`src/rtl/tug_round_judge.sv`:
```
// Tug-of-war round judge: moves a one-hot light toward the pressing player and
// issues a one-cycle point pulse, tagged with the winner, when the light leaves an end.
module tug_round_judge #(
    parameter int N_LED       = 9,
    parameter int HOLD_CYCLES = 4
) (
    input  logic             Clock,
    input  logic             Reset,
    input  logic             L,
    input  logic             R,
    input  logic             game_over,
    output logic [N_LED-1:0] led,
    output logic             point,
    output logic             winner,
    output logic             busy
);

    localparam int POS_W = $clog2(N_LED);
    localparam int CNT_W = (HOLD_CYCLES > 1) ? $clog2(HOLD_CYCLES) : 1;

    localparam logic [POS_W-1:0] POS_MAX   = POS_W'(N_LED - 1);
    localparam logic [POS_W-1:0] CENTRE    = POS_W'((N_LED - 1) / 2);
    localparam logic [CNT_W-1:0] HOLD_LOAD = CNT_W'(HOLD_CYCLES - 1);
    localparam logic [N_LED-1:0] LED_ONE   = {{(N_LED-1){1'b0}}, 1'b1};

    typedef enum logic [1:0] {
        PLAY,
        HOLD,
        OVER
    } state_t;

    state_t           state, state_nxt;
    logic [POS_W-1:0] pos, pos_nxt;
    logic [CNT_W-1:0] cnt, cnt_nxt;

    // Two-stage key history; the pair resets to "held" so a key down through
    // reset must be released before it can register a press.
    logic l_s, l_q, r_s, r_q;
    logic press_l, press_r;
    logic move_l, move_r;
    logic win_l, win_r;

    logic             point_nxt, winner_nxt, busy_nxt;
    logic [N_LED-1:0] led_nxt;

    assign press_l = l_s & ~l_q;
    assign press_r = r_s & ~r_q;

    assign move_l = (state == PLAY) & ~game_over & press_l & ~press_r;
    assign move_r = (state == PLAY) & ~game_over & press_r & ~press_l;
    assign win_l  = move_l & (pos == POS_MAX);
    assign win_r  = move_r & (pos == '0);

    // NOTE: sequential state uses non-blocking assignments only, so every
    // register samples the pre-edge values regardless of statement order.
    always_ff @(posedge Clock) begin
        if (Reset) begin
            state <= PLAY;
            pos   <= CENTRE;
            cnt   <= '0;
            l_s   <= 1'b1;
            l_q   <= 1'b1;
            r_s   <= 1'b1;
            r_q   <= 1'b1;
        end else begin
            state <= state_nxt;
            pos   <= pos_nxt;
            cnt   <= cnt_nxt;
            l_s   <= L;
            l_q   <= l_s;
            r_s   <= R;
            r_q   <= r_s;
        end
    end

    // NOTE: every signal gets a default before the case, so no path can
    // leave one unassigned and infer a latch.
    always_comb begin
        state_nxt = state;
        pos_nxt   = pos;
        cnt_nxt   = cnt;
        case (state)
            PLAY: begin
                if (game_over) begin
                    state_nxt = OVER;
                end else if (win_l || win_r) begin
                    state_nxt = HOLD;
                    cnt_nxt   = HOLD_LOAD;
                end else if (move_l) begin
                    pos_nxt = pos + 1'b1;
                end else if (move_r) begin
                    pos_nxt = pos - 1'b1;
                end
            end
            HOLD: begin
                if (game_over) begin
                    state_nxt = OVER;
                end else if (cnt == '0) begin
                    state_nxt = PLAY;
                    pos_nxt   = CENTRE;
                end else begin
                    cnt_nxt = cnt - 1'b1;
                end
            end
            default: ;
        endcase
    end

    // Next values of the registered outputs; winner keeps its last value when
    // no point is issued since it is only meaningful alongside point.
    always_comb begin
        point_nxt  = win_l | win_r;
        winner_nxt = (win_l | win_r) ? win_l : winner;
        busy_nxt   = (state_nxt != PLAY);
        led_nxt    = LED_ONE << pos_nxt;
    end

    always_ff @(posedge Clock) begin
        if (Reset) begin
            led    <= LED_ONE << CENTRE;
            point  <= 1'b0;
            winner <= 1'b0;
            busy   <= 1'b0;
        end else begin
            led    <= led_nxt;
            point  <= point_nxt;
            winner <= winner_nxt;
            busy   <= busy_nxt;
        end
    end

endmodule

```
`config.mk`:
```
export PLATFORM = sky130hd
export DESIGN_NAME = tug_round_judge
export DESIGN_NICKNAME = d
export VERILOG_FILES = /design/src/rtl/tug_round_judge.sv
export SDC_FILE = /design/constraint.sdc
export NUM_CORES = 1
export LEC_CHECK = 0
export BUFFER_PORTS_ARGS = -buffer_cell sky130_fd_sc_hd__buf_2
export CAP_MARGIN = 20
export CORE_UTILIZATION = 50
export DETAILED_ROUTE_END_ITERATION = 10
export PLACE_DENSITY = 0.72
export SYNTH_ARGS = -nofsm -noshare
export SYNTH_HDL_FRONTEND = slang
export SYNTH_SLANG_ARGS = --single-unit
export TNS_END_PERCENT = 20
```
`constraint.sdc`:
```
create_clock -name Clock -period 3.49 [get_ports Clock]
set_input_delay 0.1745 -clock Clock [delete_from_list [all_inputs] [get_ports Clock]]
set_output_delay 0.1745 -clock Clock [all_outputs]
set_load 0.02 [all_outputs]
```
---- Word-level counts from Yosys, hierarchy flattened ----
Index checks and enable logic that the tools add are counted.
word-level totals
  bits in registers ....................... 24
  bits in latches ......................... 0
  memory bits (writable) .................. 0
  memory bits (read-only) ................. 0
  input port bits ......................... 5
  output and inout bits ................... 12
  word-level logic and storage cells ...... 60
  memories ................................ 0
operators by class
  $add $sub $neg .......................... 3
  $mul .................................... 0
  divide/modulo/power cells ............... 0
  magnitude comparators ................... 0
  eq/ne operators ......................... 6
  shift-type cells ........................ 1
  multiplexer cells ....................... 17
  bitwise logic cells ..................... 15
  reduce and logical (&&, ||, !) cells .... 7
operators with widths
  operator               number
  $mux W4                6
  $mux W2                8
  $and A1 B1 Y1          9
  $shl A1 B4 Y9 const A  1
  $pmux W2 S2            2
  $pmux W4 S2            1
  $ne A2 B2 Y1 const B   3
  $not A1 Y1             5
  $reduce_and A5 Y1      1
  $add A4 B1 Y4 const B  1
  $eq A4 B4 Y1 const B   1
  $logic_not A2 Y1       2
  $logic_not A4 Y1       1
  $reduce_bool A2 Y1     2
  $sub A4 B1 Y4 const B  1
  $eq A2 B1 Y1 const B   1
  $ne A2 B1 Y1 const B   1
  $sub A2 B1 Y2 const B  1
  $logic_or A1 B1 Y1     1
  $or A1 B1 Y1           1

---- Logic depth before layout (Yosys ltp) ----
  depth in word-level cells ............... 10
  mapped depth ............................ 8
  mapped depth without buffers ............ 8

---- Least setup slack after synthesis ----
Ideal clock, no wire load.
  kind .................................... register to register
  start ................................... register pos[0]
  end ..................................... register led[0]
  data arrival time ....................... 1.897 ns
  required time ........................... 3.373 ns
  path slack .............................. 1.476 ns
  stages on the path, launching flop included .. 9
  buffers on the path ..................... 0
  cell sequence ........................... dfxtp_1 -> inv_1 -> ha_1 -> nand3b_1 -> nand3_1 -> a211o_4 -> mux2_4 -> nand2_4 -> and4b_1
between the ends
  word-level cells in the longest chain between the ends .. 7
ends and longest elaborated chain
  what                                                  line    RTL
  from (decl)                                           33      logic [POS_W-1:0] pos, pos_nxt;
  from (signal assigned)                                67      pos <= pos_nxt;
  $sub A4 B1 Y4, or another cell as far along           92      pos_nxt = pos - 1'b1;
  $mux W4, or another cell as far along                 91      end else if (move_r) begin
  $mux W4 / $logic_or A1 B1 Y1 (equally long branches)  89, 86
  $mux W4                                               86      end else if (win_l || win_r) begin
  $mux W4                                               84      if (game_over) begin
  $pmux W4 S2 (*)                                       82      case (state)
  $shl A1 B4 Y9 (*)                                     115     led_nxt = LED_ONE << pos_nxt;
  to (signal assigned)                                  120     led <= LED_ONE << CENTRE;
  to (signal assigned)                                  125     led <= led_nxt;
  to (decl)                                             12      output logic [N_LED-1:0] led,
Mark *: on every way between the ends. The rest lies on a longest branch, timed or not.
A chain may end at the register's enable or synchronous reset.

---- Worst setup path in the final report ----
  start ................................... register pos[0]
  end ..................................... register led[8]
Same word-level chain as after synthesis.

==> summary.txt <==
outcome - finished clean
CP Max Fanout - 6
Die ar. - 0.00241 sq mm
Synth cell types - 42
critical path launch point type - register
setup TNS - 0 ps
Mapped Nets - 123
CTS root buffer - clkbuf_4
total power - 0.537 mW
n_diodes - 0
Max Slew Vio Count - 0
top post-synthesis cells by area - dfxtp_1 43%, ha_1 4.5%, nor2_1 3.7%, nand2_1 2.7%, nand3_1 2.3%
met3 routed WL - 59 um
GP Congestion - 0.858
CP Cell Sequence - inv_1 > ha_1 > or3b_1 > o221ai_2 > o211ai_1 > o31ai_1 > nor4b_2
Worst Setup SP - pos[0]$_SDFF_PP0_
GR Overflow Total - 0
Final ANT Viol Nets - 0
CP required - 3730 ps
max layer used - met4
unrepaired setup endpoints after global routing - false
synthesized cell area - 0.00111 sq mm
DRC viols - 0
post-CTS setup buffers - 0
top_reg_cell synth - dfxtp_1
IO Count - 17
Final HPWL DP - 1.63 mm
total wire length - 2.22 mm
CP Class - reg2reg
Vias - 891
proportion of synthesized chip area in sequential cells - 43.2%
hold buffer count at CTS - 0
Post-synth EDFFs - 0
post-synth top area share - 43.2%
reg2reg path depth - 7
Core ar. - 0.00202 sq mm
Worst-Margin Slew - 682 ps
number of global-route vias before repair - 881
Hold Startpoint - L
CP max stage delay - 420 ps
H-Tree Depth - 1
Min-Delay Path Class - in2reg
clock buffer depth - 2
first-pass GRT wire length - 3.78 mm
Nets - 142
die height - 49.1 um
initial DRC count - 24
DIE WIDTH - 49.1 um
layout cells sized above 1 - 27.3%
initial core utilization - 55.0%
endpoints failing setup - 0
Detail Route met2 WL - 1.04 mm
Post-CTS Resized - 0
PortBufs - 16
router iterations before antenna repair - 4
RR Endpoint - led[8]$_SDFF_PP0_
number of max-cap violations - 0
Leakage - 0.505 nW
Yosys reg bits - 24
Worst-path clk slew - 130 ps
Inserted Clock Buffers - 3
Fin Clk Skew - 9.69 ps
most instantiated cells after synthesis - 24 x dfxtp_1, 11 x nor2_1, 8 x nand2_1, 6 x inv_1
pwr/cell area - 423 mW/mm^2
hold depth - 2
clock latency on the worst-skew pair - 310 ps
VDD IR max - 0.294 mV
Synth area leader - dfxtp_1
initial antenna violation count - 0
Fillers - 175
final worst-path cycle share - 64.6%
Total GRT Usage - 20.4%
final hold vios - 0
Area Overhead vs Synth - 14.3%
R2R Path Start - pos[0]$_SDFF_PP0_
Syn Area/Cell - 9.75 sq um
fin util - 62.8%
Post-Syn Instances - 114
clk sinks - 24
YS warnings - 0
FMAX - 0.444 GHz
CP arrival - 2490 ps
CTS tree - yes
Setup crit end kind - register
hold path endpoint - l_s$_SDFF_PP1_
ys async rst share - 0%
Post-Route M1 WL - 1.06 mm
most frequent cell after synthesis - dfxtp_1
WL/cell - 14.0 um
Relative slew margins - 54.2%
largest net degree at the start of global routing - 18
Cell Rows - 16
Tmin final - 2250 ps
via/cell ratio - 5.60
slowest CP cell - or3b_1
reg2reg setup slack - 1240 ps
[power by group]
| group | leakage (nW) | switching [mW] | internal [mW] |
|---|---|---|---|
| Clock | 0.0279 | 0.0813 | 0.116 |
| Sequential | 0.195 | 0.00489 | 0.281 |
| Combinational | 0.282 | 0.0323 | 0.0210 |
| Total | 0.505 | 0.119 | 0.419 |
[final cells by class]
cell class,count,area (sq um),area share (%)
clock buffer,3,22.5,1.77
clock inverter,1,30.0,2.36
inverter,6,22.5,1.77
multi-input combinational,82,601,47.3
sequential,24,480,37.8
tap,27,33.8,2.66
timing repair buffer,16,80.1,6.31
[worst max path at each step]
stage / end / slack [ps] / cells past startpoint
6_report: led[8]$_SDFF_PP0_ / 1240 / 7
3_5_place_dp: led[8]$_SDFF_PP0_ / 1310 / 7
2_1_floorplan: led[0]$_SDFF_PP0_ / 1480 / 8
4_1_cts: led[8]$_SDFF_PP0_ / 1260 / 7
3_3_place_gp: led[8]$_SDFF_PP0_ / 1380 / 7
5_1_grt: led[8]$_SDFF_PP0_ / 1090 / 7
[cell families after synthesis]
logic type / Yosys count / share of synthesized area (%)
buffers and inverters: 8 / 2.70
multiplexers: 4 / 5.29
AO/OA/AOI/OAI: 24 / 17.6
flip-flops: 24 / 43.2
adder cells (fa/ha/maj): 4 / 4.50
AND/OR/NAND/NOR: 50 / 26.7
[cell usage in the layout (no fill, tap or decap), types with 2 or more instances in the layout]
cell type,count
dfxtp_1,24
buf_2,16
nor2_1,11
nand2_1,8
inv_1,6
nand3_1,5
o21ai_0,5
nor3_1,4
or2_2,4
ha_1,4
o211ai_1,3
a21oi_1,3
clkbuf_4,3
nand2b_1,2
nor2b_1,2
a21oi_2,2
and4_1,2
and4b_1,2
[per-stage QoR]
stage          setup slack (ps)  area (sq um)  cells  hold WS (ps)
2_1_floorplan              1480          1110    114           278
3_3_place_gp               1380          1220    155           356
3_5_place_dp               1310          1220    155           359
4_1_cts                    1260          1270    159          33.3
5_1_grt                    1090          1270    159          29.1
6_report                   1240          1270    159          37.1
[flip-flops by register name, summed over array words and instances (netlist names)]
| register | count |
|---|---|
| point | 1 |
| led | 9 |
| cnt | 2 |
| r_q | 1 |
| l_s | 1 |
| busy | 1 |
| l_q | 1 |
| winner | 1 |
| state | 2 |
| pos | 4 |
| r_s | 1 |
[critical path: cells and delay by family, from the launching register on]
family	cells	cell delay, ps
compound gates	3	690
buf+inv	1	130
simple gates	2	740
flops	1	400
fa+ha+maj	1	210
[per-layer routing]
layer / vias up / GRT usage [%]
li1: 445 / -
met1: 416 / 25.9
met2: 24 / 33.3
met3: 6 / 2.80
met4: 0 / 10.8
met5: - / 0
No activity file was read; power rests on OpenSTA's default activity.
